**src/rtl/mdr_mem_if.sv**
```systemverilog
`default_nettype none
// ============================================================================
// Module   : mdr_mem_if
// Purpose  : Memory-interface stage behind the system bus multiplexer. Holds
//            the 16-bit memory address register (MAR) and the 8-bit memory
//            data register (MDR), loads them from the bus word, and runs
//            single-byte read/write cycles to external memory through a
//            req/ack handshake with a bounded wait (timeout).
// Ports    : CLK, nCLR       clock, asynchronous active-low reset
//            busIn[15:0]     bus word from the multiplexer
//            Lmar, Lmdr      load MAR / MDR (MDR only when iRDWR=1)
//            Emdr            request MDR onto bus (only when iRDWR=0)
//            iRDWR           direction: 1 = write memory, 0 = read memory
//            start           one-cycle strobe beginning a memory cycle
//            memRData, memAck  memory read data / completion
//            memAddr, memWData, memReq, memWe   memory side outputs
//            mdrOut, mdrEn   MDR value and enable toward the bus input
//            busy, done, error  status to the controller
// Revision : 1.0 - initial release
// ============================================================================
module mdr_mem_if #(
    parameter int TIMEOUT = 15   // max ACCESS cycles without ack (1..15)
) (
    input  logic        CLK,
    input  logic        nCLR,
    input  logic [15:0] busIn,
    input  logic        Lmar,
    input  logic        Lmdr,
    input  logic        Emdr,
    input  logic        iRDWR,
    input  logic        start,
    input  logic [7:0]  memRData,
    input  logic        memAck,
    output logic [15:0] memAddr,
    output logic [7:0]  memWData,
    output logic        memReq,
    output logic        memWe,
    output logic [7:0]  mdrOut,
    output logic        mdrEn,
    output logic        busy,
    output logic        done,
    output logic        error
);

    typedef enum logic [1:0] {
        IDLE   = 2'd0,
        ACCESS = 2'd1,
        DONE   = 2'd2
    } state_t;

    // Wait-counter value at which an un-acked access is abandoned.
    localparam logic [3:0] LAST_WAIT = 4'(TIMEOUT - 1);

    state_t      state;
    logic [15:0] mar;
    logic [7:0]  mdr;
    logic        op;        // latched direction of the current access
    logic [3:0]  wait_cnt;
    logic        err_flag;

    always_ff @(posedge CLK or negedge nCLR) begin
        if (!nCLR) begin
            state    <= IDLE;
            mar      <= 16'h0000;
            mdr      <= 8'h00;
            op       <= 1'b0;
            wait_cnt <= 4'h0;
            err_flag <= 1'b0;
        end else begin
            case (state)
                IDLE: begin
                    // Register loads and start share an edge, so a start in
                    // the same cycle as Lmar/Lmdr uses the new contents.
                    if (Lmar)
                        mar <= busIn;
                    if (Lmdr && iRDWR)
                        mdr <= busIn[7:0];
                    if (start) begin
                        op       <= iRDWR;
                        err_flag <= 1'b0;
                        wait_cnt <= 4'h0;
                        state    <= ACCESS;
                    end
                end
                ACCESS: begin
                    // An ack on the final allowed cycle beats the timeout.
                    if (memAck) begin
                        if (!op)
                            mdr <= memRData;
                        state <= DONE;
                    end else if (wait_cnt == LAST_WAIT) begin
                        err_flag <= 1'b1;
                        state    <= DONE;
                    end else if (wait_cnt != 4'hF) begin
                        wait_cnt <= wait_cnt + 4'h1;
                    end
                end
                DONE: begin
                    state <= IDLE;
                end
                default: begin
                    state <= IDLE;
                end
            endcase
        end
    end

    // All status outputs decode directly from flops, so reset removes
    // memReq/memWe immediately without waiting for a clock edge.
    assign memAddr  = mar;
    assign memWData = mdr;
    assign mdrOut   = mdr;
    assign memReq   = (state == ACCESS);
    assign memWe    = (state == ACCESS) && op;
    assign busy     = (state != IDLE);
    assign done     = (state == DONE);
    assign error    = err_flag;
    assign mdrEn    = Emdr && !iRDWR && (state == IDLE);

endmodule
`default_nettype wire
```
**config.mk**
```make
export PLATFORM = sky130hd
export DESIGN_NAME = mdr_mem_if
export DESIGN_NICKNAME = d
export VERILOG_FILES = /design/src/rtl/mdr_mem_if.sv
export SDC_FILE = /design/constraint.sdc
export NUM_CORES = 1
export LEC_CHECK = 0
export CAP_MARGIN = 40
export CORE_ASPECT_RATIO = 0.5
export CORE_UTILIZATION = 44
export CTS_BUF_LIST = sky130_fd_sc_hd__clkbuf_8 sky130_fd_sc_hd__clkbuf_16
export DETAILED_ROUTE_END_ITERATION = 10
export PLACE_DENSITY = 0.84
export SLEW_MARGIN = 15
export SYNTH_ARGS = -nofsm -noshare
export SYNTH_HDL_FRONTEND = slang
export SYNTH_SLANG_ARGS = --single-unit
```
**constraint.sdc**
```tcl
create_clock -name CLK -period 3 [get_ports CLK]
set_clock_uncertainty 0.05 [all_clocks]
set_input_delay 0.6 -clock CLK [delete_from_list [all_inputs] [get_ports CLK]]
set_output_delay 0.6 -clock CLK [all_outputs]
set_load 0.03 [all_outputs]
```
Yosys cells after proc, flatten, opt, wreduce, memory -nomap -nowiden. Cells that the tools add are included. Widths: inputs -> output; s select.

Flip-flop bits (word level): 32. Input port bits: 32. Output and inout bits: 38. Logic and storage cells: 51.

Add/subtract/negate cells: 1. Equal/unequal tests: 13. Mux-type cells: 17. Reductions and logical operators: 14.

Operator list (number): $mux 8 (3); $mux 4 (4); $pmux 8 s2 (1); $ne 2x2->1 const B (6); $pmux 4 s2 (1); $reduce_and 4->1 (2); $mux 2 (3); $reduce_and 2->1 (3); $reduce_and 5->1 (1); $add 4x1->4 const B (1); $eq 4x4->1 const B (1); $logic_and 1x1->1 (4); $ne 2x1->1 const B (2); $ne 4x4->1 const B (1); $pmux 2 s2 (1); $reduce_bool 2->1 (2); $mux 1 (3); $ne 3x2->1 const B (1); $eq 2x1->1 const B (1); $eq 2x2->1 const B (1); $logic_not 2->1 (1); $pmux 1 s2 (1); $logic_not 1->1 (1).

Longest topological paths before layout. Gate-level depths: netlist of the first run.

Depth after elaboration: 5. Depth in mapped cells: 5. Depth with buffers taken out: 5.

Least setup slack after synthesis of the first run. Ideal clock, no wire load.

Path type: register to output. Start: reg state[1]. End: out mdrEn. Arrival: 1561 ps. Required time: 2350 ps. Setup slack: 789 ps. Cell stages (with the launch flop): 4. Path buffers: 1. Cells stage by stage: dfrtp_1 -> or2_1 -> buf_6 -> nor3b_1.

Word-level cells in the longest chain between the ends: 2.

Ends and longest elaborated chain: start: declaration (RTL line 54) `state_t state;`; start signal: assignment (RTL line 63) `state <= IDLE;`; start signal: assignment (RTL line 82) `state <= ACCESS;`; start signal: assignment (RTL line 90) `state <= DONE;`; $logic_not 2->1 (RTL line 118) `assign mdrEn = Emdr && !iRDWR && (state == IDLE);`; $logic_and 1x1->1 (RTL line 118); end: declaration (RTL line 39) `output logic mdrEn,`.

Every way passes these cells.

Worst setup path after layout of the first run. Ends and elaborated chain as after synthesis.

==> flow_summary_export.csv, run 1 <==
group,metric,value,unit
route,wl_met2,1.76,mm
clocking,clkTransAtPathRegs,70,ps
synth,synthFlopType,"dfrtp_1",
synth,synth_seq_cells,32,
global_route,grt_use_total,20.1,%
run_status,status,"completed",
finish,drive_gt1_share,26.7,%
route,routed_wirelength,3.44,mm
finish,fin_util,73.5,%
floorplanning,start_util,49.0,%
power_and_ir_drop,power-per-cell-area,1080,mW/mm^2
finish,syn2layout_area_growth,50.1,%
route,vias,1077,
critical_path,slowest_delay,700,ps
critical_path,cp_num_cells,3,
place,dp_cells,216,
finish,n_antenna_cell,0,
finish,multiInputGateArea,634,sq um
critical_path,reg2reg_depth,3,
place,gp_congestion,0.729,
critical_path,slowest_stage,"clkdlybuf4s50_1",
route,routed-wl-met3,180,um
sta,finalCritPeriodShare,89.5,%
critical_path,path_max_fanout,5,
place,pre_cts_slack,390,ps
floorplanning,die_area,0.00378,sq mm
critical_path,critPathKind,"flop to primary output",
clocking,numCtsBuffers,5,
critical_path,crit_end,"mdrEn",
sta,fin_crit,2690,ps
global_route,grt_pass1_wl,5.47,mm
sta,hold_violations,0,
synth,synthCells,110,
clocking,cts_tree,"done",
clocking,cts_htree_levels,2,
clocking,post-cts-setup-buffer-count,0,
clocking,cts-root-buf,"clkbuf_8",
critical_path,arrival,2040,ps
global_route,grt_overflow,0,
place,dp_hpwl,2.35,mm
floorplanning,row_count,14,
synth,synth_edf_count,0,
critical_path,startpoint,"state[1]",
route,ant_nets,0,
clocking,cts.sinks,32,
route,wl_per_cell,15.3,um
sta,finalMaxSlewViolations,0,
place,port_buffers,69,
critical_path,setup.worst_path.start_class,"flop",
sta,final.setup.tns,0,ps
route,drt-initial-drc-count,30,
route,first_pass_iters,3,
place,place_area,0.00220,sq mm
global_route,antenna_found_initial,0,
sta,worst-slew-pin-transition,420,ps
synth,ys_seq_area_share,51.6,%
synth,netlist_area,0.00155,sq mm
route,viasPerCell,4.81,
critical_path,crit_chain,"or2_1 -> nor3b_1 -> clkdlybuf4s50_1",
floorplanning,core_area,0.00317,sq mm
sta,max_freq,0.372,GHz
sta,setup_slack,314,ps
synth,yosysWarnings,0,
critical_path,worstPathRequired,2350,ps
sta,setup_viol,0,
critical_path,cp-end-kind,"primary output",
synth,async_flop_share,100,%
min_path,hold_class,"flop to flop",
finish,design_area,0.00233,sq mm
critical_path,r2r_slack,1310,ps
power_and_ir_drop,ir_worst_vdd,0.000567,V
global_route,grt_max_degree,33,
floorplanning,io_pins,70,
power_and_ir_drop,p_leak,0.984,nW
synth,syn_nets,144,
synth,synth_cell_types,29,
finish,regArea,801,sq um
clocking,cts.path.max_buffers,2,
finish,fill_cells,217,
min_path,min-delay-start,"memAddr[10]",
clocking,clock_latency,290,ps
finish,nNetsFinal,209,
sta,max_slew_margin,72.0,%
route,drc,0,
critical_path,path_delay_family,"buffers and inverters",
floorplanning,die_w,86.0,um
route,met1_length,1.44,mm
clocking,cts_hold_buf,0,
sta,hold_ws,459,ps
critical_path,critPathBufInv,1,
job,maxCapViolCount,0,
global_route,grt_pass1_vias,1108,
synth,avgSynthCellArea,14.1,sq um
critical_path,r2r-end,"mdrOut[2]",
floorplanning,fp.dieH,44.0,um
route,top_layer,"met4",
critical_path,r2r-start,"state[1]",
clocking,cts_resized,0,
power_and_ir_drop,total_power,2.51,mW
finish,fin_cells,224,
sta,grt_setup_unrepaired,"no",
==> per-layer routing <==
layer / global-route usage, % / vias to the layer above
met5: 0 / -
met4: 6.67 / 0
met3: 8.19 / 8
met2: 36.2 / 29
met1: 22.1 / 534
li1: - / 506
==> logic make-up (layout without fill, tap and decap cells) <==
family | after synthesis | after routing | synth area share, %
adder cells (fa/ha/maj) | 2 | 2 | 1.61
multiplexers | 36 | 36 | 25.9
AND/OR/NAND/NOR | 18 | 18 | 8.54
buffers and inverters | 15 | 81 | 7.57
flip-flops | 32 | 32 | 51.6
AO/OA/AOI/OAI | 7 | 7 | 4.75
==> layout make-up <==
| class | count | area share, % |
|---|---|---|
| clock buffers | 7 | 4.13 |
| well taps | 48 | 2.58 |
| flip-flops and latches | 32 | 34.4 |
| multi-input cells | 63 | 27.2 |
| clock inverters | 1 | 1.29 |
| repair buffers | 70 | 30.0 |
| inverters | 3 | 0.483 |
==> Yosys cell counts (2+ instances only) <==
master / n / area [sq um]
ha_1: 2 / 25.0
nand2_1: 4 / 15.0
nor2b_1: 2 / 12.5
mux2_2: 34 / 383
buf_4: 8 / 60.1
dfrtp_1: 32 / 801
inv_1: 3 / 11.3
buf_6: 2 / 22.5
and3_1: 2 / 12.5
mux2i_1: 2 / 20.0
==> state kept, by name, indices dropped and copies added (netlist names) <==
| register | count |
|---|---|
| wait_cnt | 4 |
| memAddr | 16 |
| op | 1 |
| error | 1 |
| mdrOut | 8 |
| state | 2 |
==> power by group <==
part,internal [mW],switching (mW)
logic,0.614,0.712
clock network,0.293,0.164
registers,0.609,0.121
total,1.52,0.997
==> cells in the final DEF (no fill, tap or decap), types with 2 or more instances in the layout <==
cell,n
dfrtp_1,32
clkdlybuf4s50_1,69
nor2b_1,2
mux2i_1,2
mux2_2,34
nand2_1,4
ha_1,2
clkbuf_8,7
inv_1,3
and3_1,2
==> how the worst min path moves through the flow <==
stage	slack, ps	to	cells after the start
after floorplan	250	error	0
after global placement	440	memAddr[4]	1
after detailed placement	440	memAddr[4]	1
after CTS	460	error	1
after global routing	480	memAddr[9]	1
final	460	memAddr[10]	1
Note: power is estimated with default switching activity, not from simulation.
==> run 2: changes to the inputs <==
--- a/config.mk
+++ b/config.mk
@@ -11,6 +11,7 @@
 export CTS_BUF_LIST = sky130_fd_sc_hd__clkbuf_8 sky130_fd_sc_hd__clkbuf_16
 export DETAILED_ROUTE_END_ITERATION = 10
 export PLACE_DENSITY = 0.84
+export SETUP_SLACK_MARGIN = 0.05
 export SLEW_MARGIN = 15
 export SYNTH_ARGS = -nofsm -noshare
 export SYNTH_HDL_FRONTEND = slang
==> results of run 2 <==
Final layout, timing and power as in run 1 (identical DEF).
